==> src/rtl/fir_pkg.sv <==
// Shared types, default coefficients and Q-format multiply for the FM radio FIR stages.
// Reused by the decimating and interpolating filters.
package fir_pkg;

  typedef enum logic [1:0] {
    READ,
    RUN,
    WRITE
  } state_t;

  localparam int DEF_TAPS = 32;

  // Symmetric Q10 lowpass; element order is irrelevant because h[i] == h[31-i].
  localparam logic [DEF_TAPS-1:0][31:0] DEF_COEFF = {
    32'(-3),  32'(-5),  32'(-6),  32'(-4),  32'(2),   32'(12),  32'(22),  32'(26),
    32'(18),  32'(-2),  32'(-28), 32'(-46), 32'(-40), 32'(4),   32'(90),  32'(200),
    32'(200), 32'(90),  32'(4),   32'(-40), 32'(-46), 32'(-28), 32'(-2),  32'(18),
    32'(26),  32'(22),  32'(12),  32'(2),   32'(-4),  32'(-6),  32'(-5),  32'(-3)
  };

  // Full-precision signed product scaled back to the Q format; the caller keeps the low bits.
  function automatic logic signed [63:0] mul_q(input logic signed [63:0] a,
                                               input logic signed [63:0] b,
                                               input int                 frac);
    logic signed [63:0] prod;
    prod = a * b;
    return prod >>> frac;
  endfunction

endpackage

==> src/rtl/fir_interp.sv <==
// Polyphase interpolating FIR: one input pop produces INTERP filtered outputs,
// each computed with TAP_NUMBER/INTERP single-MAC cycles.
module fir_interp
  import fir_pkg::*;
#(
  parameter int                            TAP_NUMBER = 32,
  parameter int                            INTERP     = 4,
  parameter int                            DATA_WIDTH = 32,
  parameter int                            FRAC_BITS  = 10,
  parameter int                            GAIN_SHIFT = 2,
  parameter logic [TAP_NUMBER-1:0][31:0]   CONV_COEFF = DEF_COEFF
) (
  input  logic                  clock,
  input  logic                  reset,
  input  logic [DATA_WIDTH-1:0] in_dout,
  input  logic                  in_empty,
  output logic                  in_rd_en,
  output logic [DATA_WIDTH-1:0] out_din,
  output logic                  out_wr_en,
  input  logic                  out_full
);

  localparam int TPP = TAP_NUMBER / INTERP;
  localparam int KW  = (TPP > 1) ? $clog2(TPP) : 1;
  localparam int PW  = (INTERP > 1) ? $clog2(INTERP) : 1;
  localparam int IW  = (TAP_NUMBER > 1) ? $clog2(TAP_NUMBER) : 1;

  localparam logic [KW-1:0] K_LAST = KW'(TPP - 1);
  localparam logic [PW-1:0] P_LAST = PW'(INTERP - 1);

  state_t                       state_q;
  logic [PW-1:0]                phase_q;
  logic [KW-1:0]                k_q;
  logic signed [DATA_WIDTH-1:0] acc_q;
  logic signed [DATA_WIDTH-1:0] acc_d;
  logic signed [DATA_WIDTH-1:0] x_q [TPP];

  logic [IW-1:0]                coef_idx;
  logic signed [63:0]           coef_w;
  logic signed [63:0]           samp_w;
  logic signed [63:0]           prod_w;

  // Phase p of sample n uses taps p, p+L, p+2L, ... against x[0], x[1], x[2], ...
  always_comb begin
    coef_idx = IW'(int'(phase_q) + int'(k_q) * INTERP);
    coef_w   = 64'(signed'(CONV_COEFF[coef_idx]));
    samp_w   = 64'(x_q[k_q]);
    prod_w   = mul_q(coef_w, samp_w, FRAC_BITS);
    acc_d    = acc_q + DATA_WIDTH'(prod_w);
  end

  assign in_rd_en  = (state_q == READ) && !in_empty;
  assign out_wr_en = (state_q == WRITE) && !out_full;
  assign out_din   = out_wr_en ? DATA_WIDTH'(acc_q <<< GAIN_SHIFT) : '0;

  always_ff @(posedge clock or posedge reset) begin
    if (reset) begin
      state_q <= READ;
      phase_q <= '0;
      k_q     <= '0;
      acc_q   <= '0;
      for (int i = 0; i < TPP; i++) x_q[i] <= '0;
    end else begin
      case (state_q)
        READ: begin
          if (!in_empty) begin
            x_q[0] <= signed'(in_dout);
            for (int i = 1; i < TPP; i++) x_q[i] <= x_q[i-1];
            phase_q <= '0;
            k_q     <= '0;
            acc_q   <= '0;
            state_q <= RUN;
          end
        end
        RUN: begin
          acc_q <= acc_d;
          if (k_q == K_LAST) begin
            k_q     <= '0;
            state_q <= WRITE;
          end else begin
            k_q <= k_q + KW'(1);
          end
        end
        WRITE: begin
          // A full downstream FIFO freezes acc and phase so a stall cannot alter the result.
          if (!out_full) begin
            acc_q <= '0;
            if (phase_q == P_LAST) begin
              state_q <= READ;
            end else begin
              phase_q <= phase_q + PW'(1);
              state_q <= RUN;
            end
          end
        end
        default: state_q <= READ;
      endcase
    end
  end

endmodule

==> config.mk <==
export PLATFORM = sky130hd
export DESIGN_NAME = fir_interp
export DESIGN_NICKNAME = d
export VERILOG_FILES = /design/src/rtl/fir_pkg.sv /design/src/rtl/fir_interp.sv
export SDC_FILE = /design/constraint.sdc
export NUM_CORES = 2
export LEC_CHECK = 0
export ABC_AREA = 1
export ABC_CLOCK_PERIOD_IN_PS = 17200
export CORE_UTILIZATION = 54
export DETAILED_ROUTE_END_ITERATION = 10
export HOLD_SLACK_MARGIN = 0.06
export PLACE_DENSITY = 0.71
export SYNTH_ARGS = -nofsm -noshare
export SYNTH_HDL_FRONTEND = slang
export SYNTH_SLANG_ARGS = --single-unit
==> constraint.sdc <==
create_clock -name clock -period 17.2 [get_ports clock]
set_input_delay 4.3 -clock clock [delete_from_list [all_inputs] [get_ports clock]]
set_output_delay 4.3 -clock clock [all_outputs]
set_load 0.01 [all_outputs]
==> flow_summary.yaml <==
worst_setup_path:
  timing.rr.start: "k_q[1]$_DFFE_PP0P_"
  worst-path-max-fanout: 33
  critPathMaxStageDelay_ns: 1.09
  rr_endpoint: "acc_q[24]$_DFFE_PP0P_"
  end_kind: "flop"
  critPathRequiredTime_ns: 17.62
  cp_data_arrival_time_ns: 12.24
  critPathSlowestCell: "clkinv_1"
  r2r_slack_ns: 5.39
  criticalPathCategory: "reg2reg"
  start_kind: "flop"
  cpMostUsedCell: "fa_1"
  ff2ff_path_depth: 40
clocking:
  insertion_delay_ns: 0.56
  h-tree-depth: 2
  post-cts-setup-buffers: 0
  cts_made_buffers: 34
  cts_sinks: 293
  cts_tree: "yes"
  postCtsHoldBufs: 0
  clock_path_buffers: 3
  ctsResizeCount: 0
  clk_pin_slew_ns: 0.06
  root_buffer: "clkbuf_16"
route:
  drtAntennaViolNets: 0
  wl_mm: 73.34
  vias_per_cell: 5.413
  dr.pass1.iters: 8
  drt_iter0_markers: 1835
  drc: 0
  wire_per_inst_um: 17.52
  num_vias: 22670
sta:
  setup_ws_ns: 5.388
  finalCritPeriodShare: 0.6868
  whs_ns: 0.4694
  tns_ns: 0
  final_hold_viol_count: 0
  period_needed_ns: 11.81
  max_freq_mhz: 84.66
  worstMarginPinSlew_ns: 1.064
  rsz0062_at_grt: "false"
  maxSlewViolCount: 0
  setup_viol: 0
  slew-limit-headroom: 0.2905
  finClkSkew_ns: 0.01573
die:
  start_util: 0.5469
  io_pins: 70
  die_area_mm2: 0.05415
  core_area_mm2: 0.05255
  die_h_um: 232.7
  rows: 84
  chipWidth_um: 232.7
finish:
  drive_gt1_frac: 0.03658
  areaGrowthSynthToFinish_pct: 8.167
  fin_util: 0.5916
  nets: 4072
  antenna_cells: 0
job:
  cap_violations: 0
status:
  status: "finished, final reports clean"
hold_path:
  hold_class: "reg2reg"
  min_path_cells: 2
  min_from: "x_q[31]$_DFFE_PP0P_"
  hold_end: "x_q[31]$_DFFE_PP0P_"
placement:
  finalWeightedCongestion: 0.9460
  port_buffers: 67
  place_ws_ns: 5.535
  hpwl_mm: 55.81
synthesis:
  synth_cells: 3470
  ys.flop_type: "dfrtp_1"
  synth.distinct_cells: 50
  synth_seq_area_share: 0.2551
  avgSynthCellArea_um2: 8.282
  async_flop_share: 1.000
  yosys_warnings: 0
  synth_edf_count: 0
  synth-seq-cells: 293
  syn_area_mm2: 0.02874
global_route:
  grt_pass1_vias: 23060
  grt_max_degree: 141
  grt_pass1_wl_mm: 123.2
  antenna_found_initial: 0
  track_usage: 0.2899
  grt_overflow_total: 0
==> sequential cells by signal, indices dropped and copies added (netlist names) <==
| register | flops |
|---|---|
| x_q | 256 |
| state_q | 2 |
| phase_q | 2 |
| acc_q | 30 |
| k_q | 3 |
==> kinds of logic (layout without fill, tap and decap cells) <==
| kind of cell | count (synthesis) | after routing | share of synthesized area |
|---|---|---|---|
| other cells | 1 | 2 | 0.0001305 |
| compound gates | 558 | 558 | 0.1118 |
| flops | 293 | 293 | 0.2551 |
| fa+ha+maj | 563 | 563 | 0.3465 |
| xor+xnor | 44 | 44 | 0.01341 |
| buf+inv | 721 | 749 | 0.09787 |
| simple gates | 1290 | 1290 | 0.1752 |
==> per-layer routing <==
layer  GRT usage  wire (um)  up-vias
met2      0.4632      34180      680
met4     0.05903       1448        0
met5           0          0        -
li1            -          -    10790
met3     0.04718       4572      101
met1      0.4180      33150    11100
==> layout by cell type, fill, tap and decap left out, types with 13 or more instances in the layout <==
cell type        count
a211oi_1            13
a21oi_1             94
a221oi_1            18
buf_4               26
clkbuf_16           34
clkdlybuf4s50_1     67
dfrtp_1            293
fa_1               388
ha_1               175
inv_1              582
nand2_1            848
nand3_1             67
nor2_1             331
o21ai_0            273
o21ai_2             19
o22ai_1             77
xnor2_1             18
xor2_1              26
==> worst max-delay path: cells and delay by family (launching register included) <==
kind | cells | cell delay, ns
compound gates | 4 | 1.05
simple gates | 17 | 3.08
fa+ha+maj | 10 | 4.77
flops | 1 | 0.36
xor+xnor | 1 | 0.28
buf+inv | 8 | 2.10
==> through the flow <==
stage / instances / instance area (um^2)
CTS: 4187 / 31090
floorplan: 3471 / 28740
finish: 4187 / 31090
global route: 4187 / 31090
detailed placement: 4125 / 29920
global placement: 4125 / 29920
==> cells in the mapped netlist, types with 2 or more instances <==
| cell type | number | area, um^2 |
|---|---|---|
| a211oi_1 | 13 | 97.59 |
| dfrtp_1 | 293 | 7332 |
| o31ai_1 | 2 | 15.01 |
| o21ai_0 | 273 | 1366 |
| or2_2 | 2 | 12.51 |
| nand3_1 | 67 | 335.3 |
| a21o_1 | 10 | 75.07 |
| buf_1 | 6 | 22.52 |
| nor3_1 | 8 | 40.04 |
| buf_2 | 24 | 120.1 |
| a31oi_1 | 2 | 12.51 |
| o221ai_1 | 7 | 61.31 |
| o21a_1 | 6 | 45.04 |
| inv_2 | 5 | 18.77 |
| xnor2_1 | 18 | 157.7 |
| xor2_1 | 26 | 227.7 |
| buf_6 | 5 | 56.30 |
| nand2_1 | 848 | 3183 |
| a21oi_1 | 94 | 470.5 |
| a22oi_1 | 8 | 60.06 |
| nor4_1 | 4 | 25.02 |
| nor2_1 | 332 | 1246 |
| fa_1 | 388 | 7767 |
| or2_1 | 5 | 31.28 |
| a221oi_1 | 18 | 157.7 |
| inv_1 | 584 | 2192 |
| o21bai_1 | 7 | 52.55 |
| clkbuf_1 | 84 | 315.3 |
| nand4_1 | 8 | 50.05 |
| buf_4 | 7 | 52.55 |
| clkinv_1 | 4 | 15.01 |
| o22ai_1 | 77 | 481.7 |
| ha_1 | 175 | 2190 |
| o211ai_1 | 7 | 52.55 |
| o21ai_2 | 19 | 166.4 |
| nand2_2 | 10 | 62.56 |
| o21ai_1 | 11 | 55.05 |
==> area by class of cell <==
cell class              count  area, um^2
well taps                 688       860.8
flip-flops and latches    293        7332
multi-input cells        2457       18620
fillers                  4771       21460
clock inverters            16       211.5
clock buffers              46       955.9
inverters                 594        2243
repair buffers             93       865.8
==> worst max path at each step <==
stage / startpoint / endpoint / slack, ns
final: k_q[1]$_DFFE_PP0P_ / acc_q[24]$_DFFE_PP0P_ / 5.39
after detailed placement: k_q[1]$_DFFE_PP0P_ / acc_q[24]$_DFFE_PP0P_ / 5.54
after CTS: k_q[1]$_DFFE_PP0P_ / acc_q[24]$_DFFE_PP0P_ / 5.50
after floorplan: reset / acc_q[0]$_DFFE_PP0P_ / 4.81
after global routing: k_q[1]$_DFFE_PP0P_ / acc_q[24]$_DFFE_PP0P_ / 4.42
after global placement: k_q[1]$_DFFE_PP0P_ / acc_q[24]$_DFFE_PP0P_ / 5.63
Power is not shown: default switching activity piles up to over one toggle a cycle in this logic, so the estimate is an artifact.
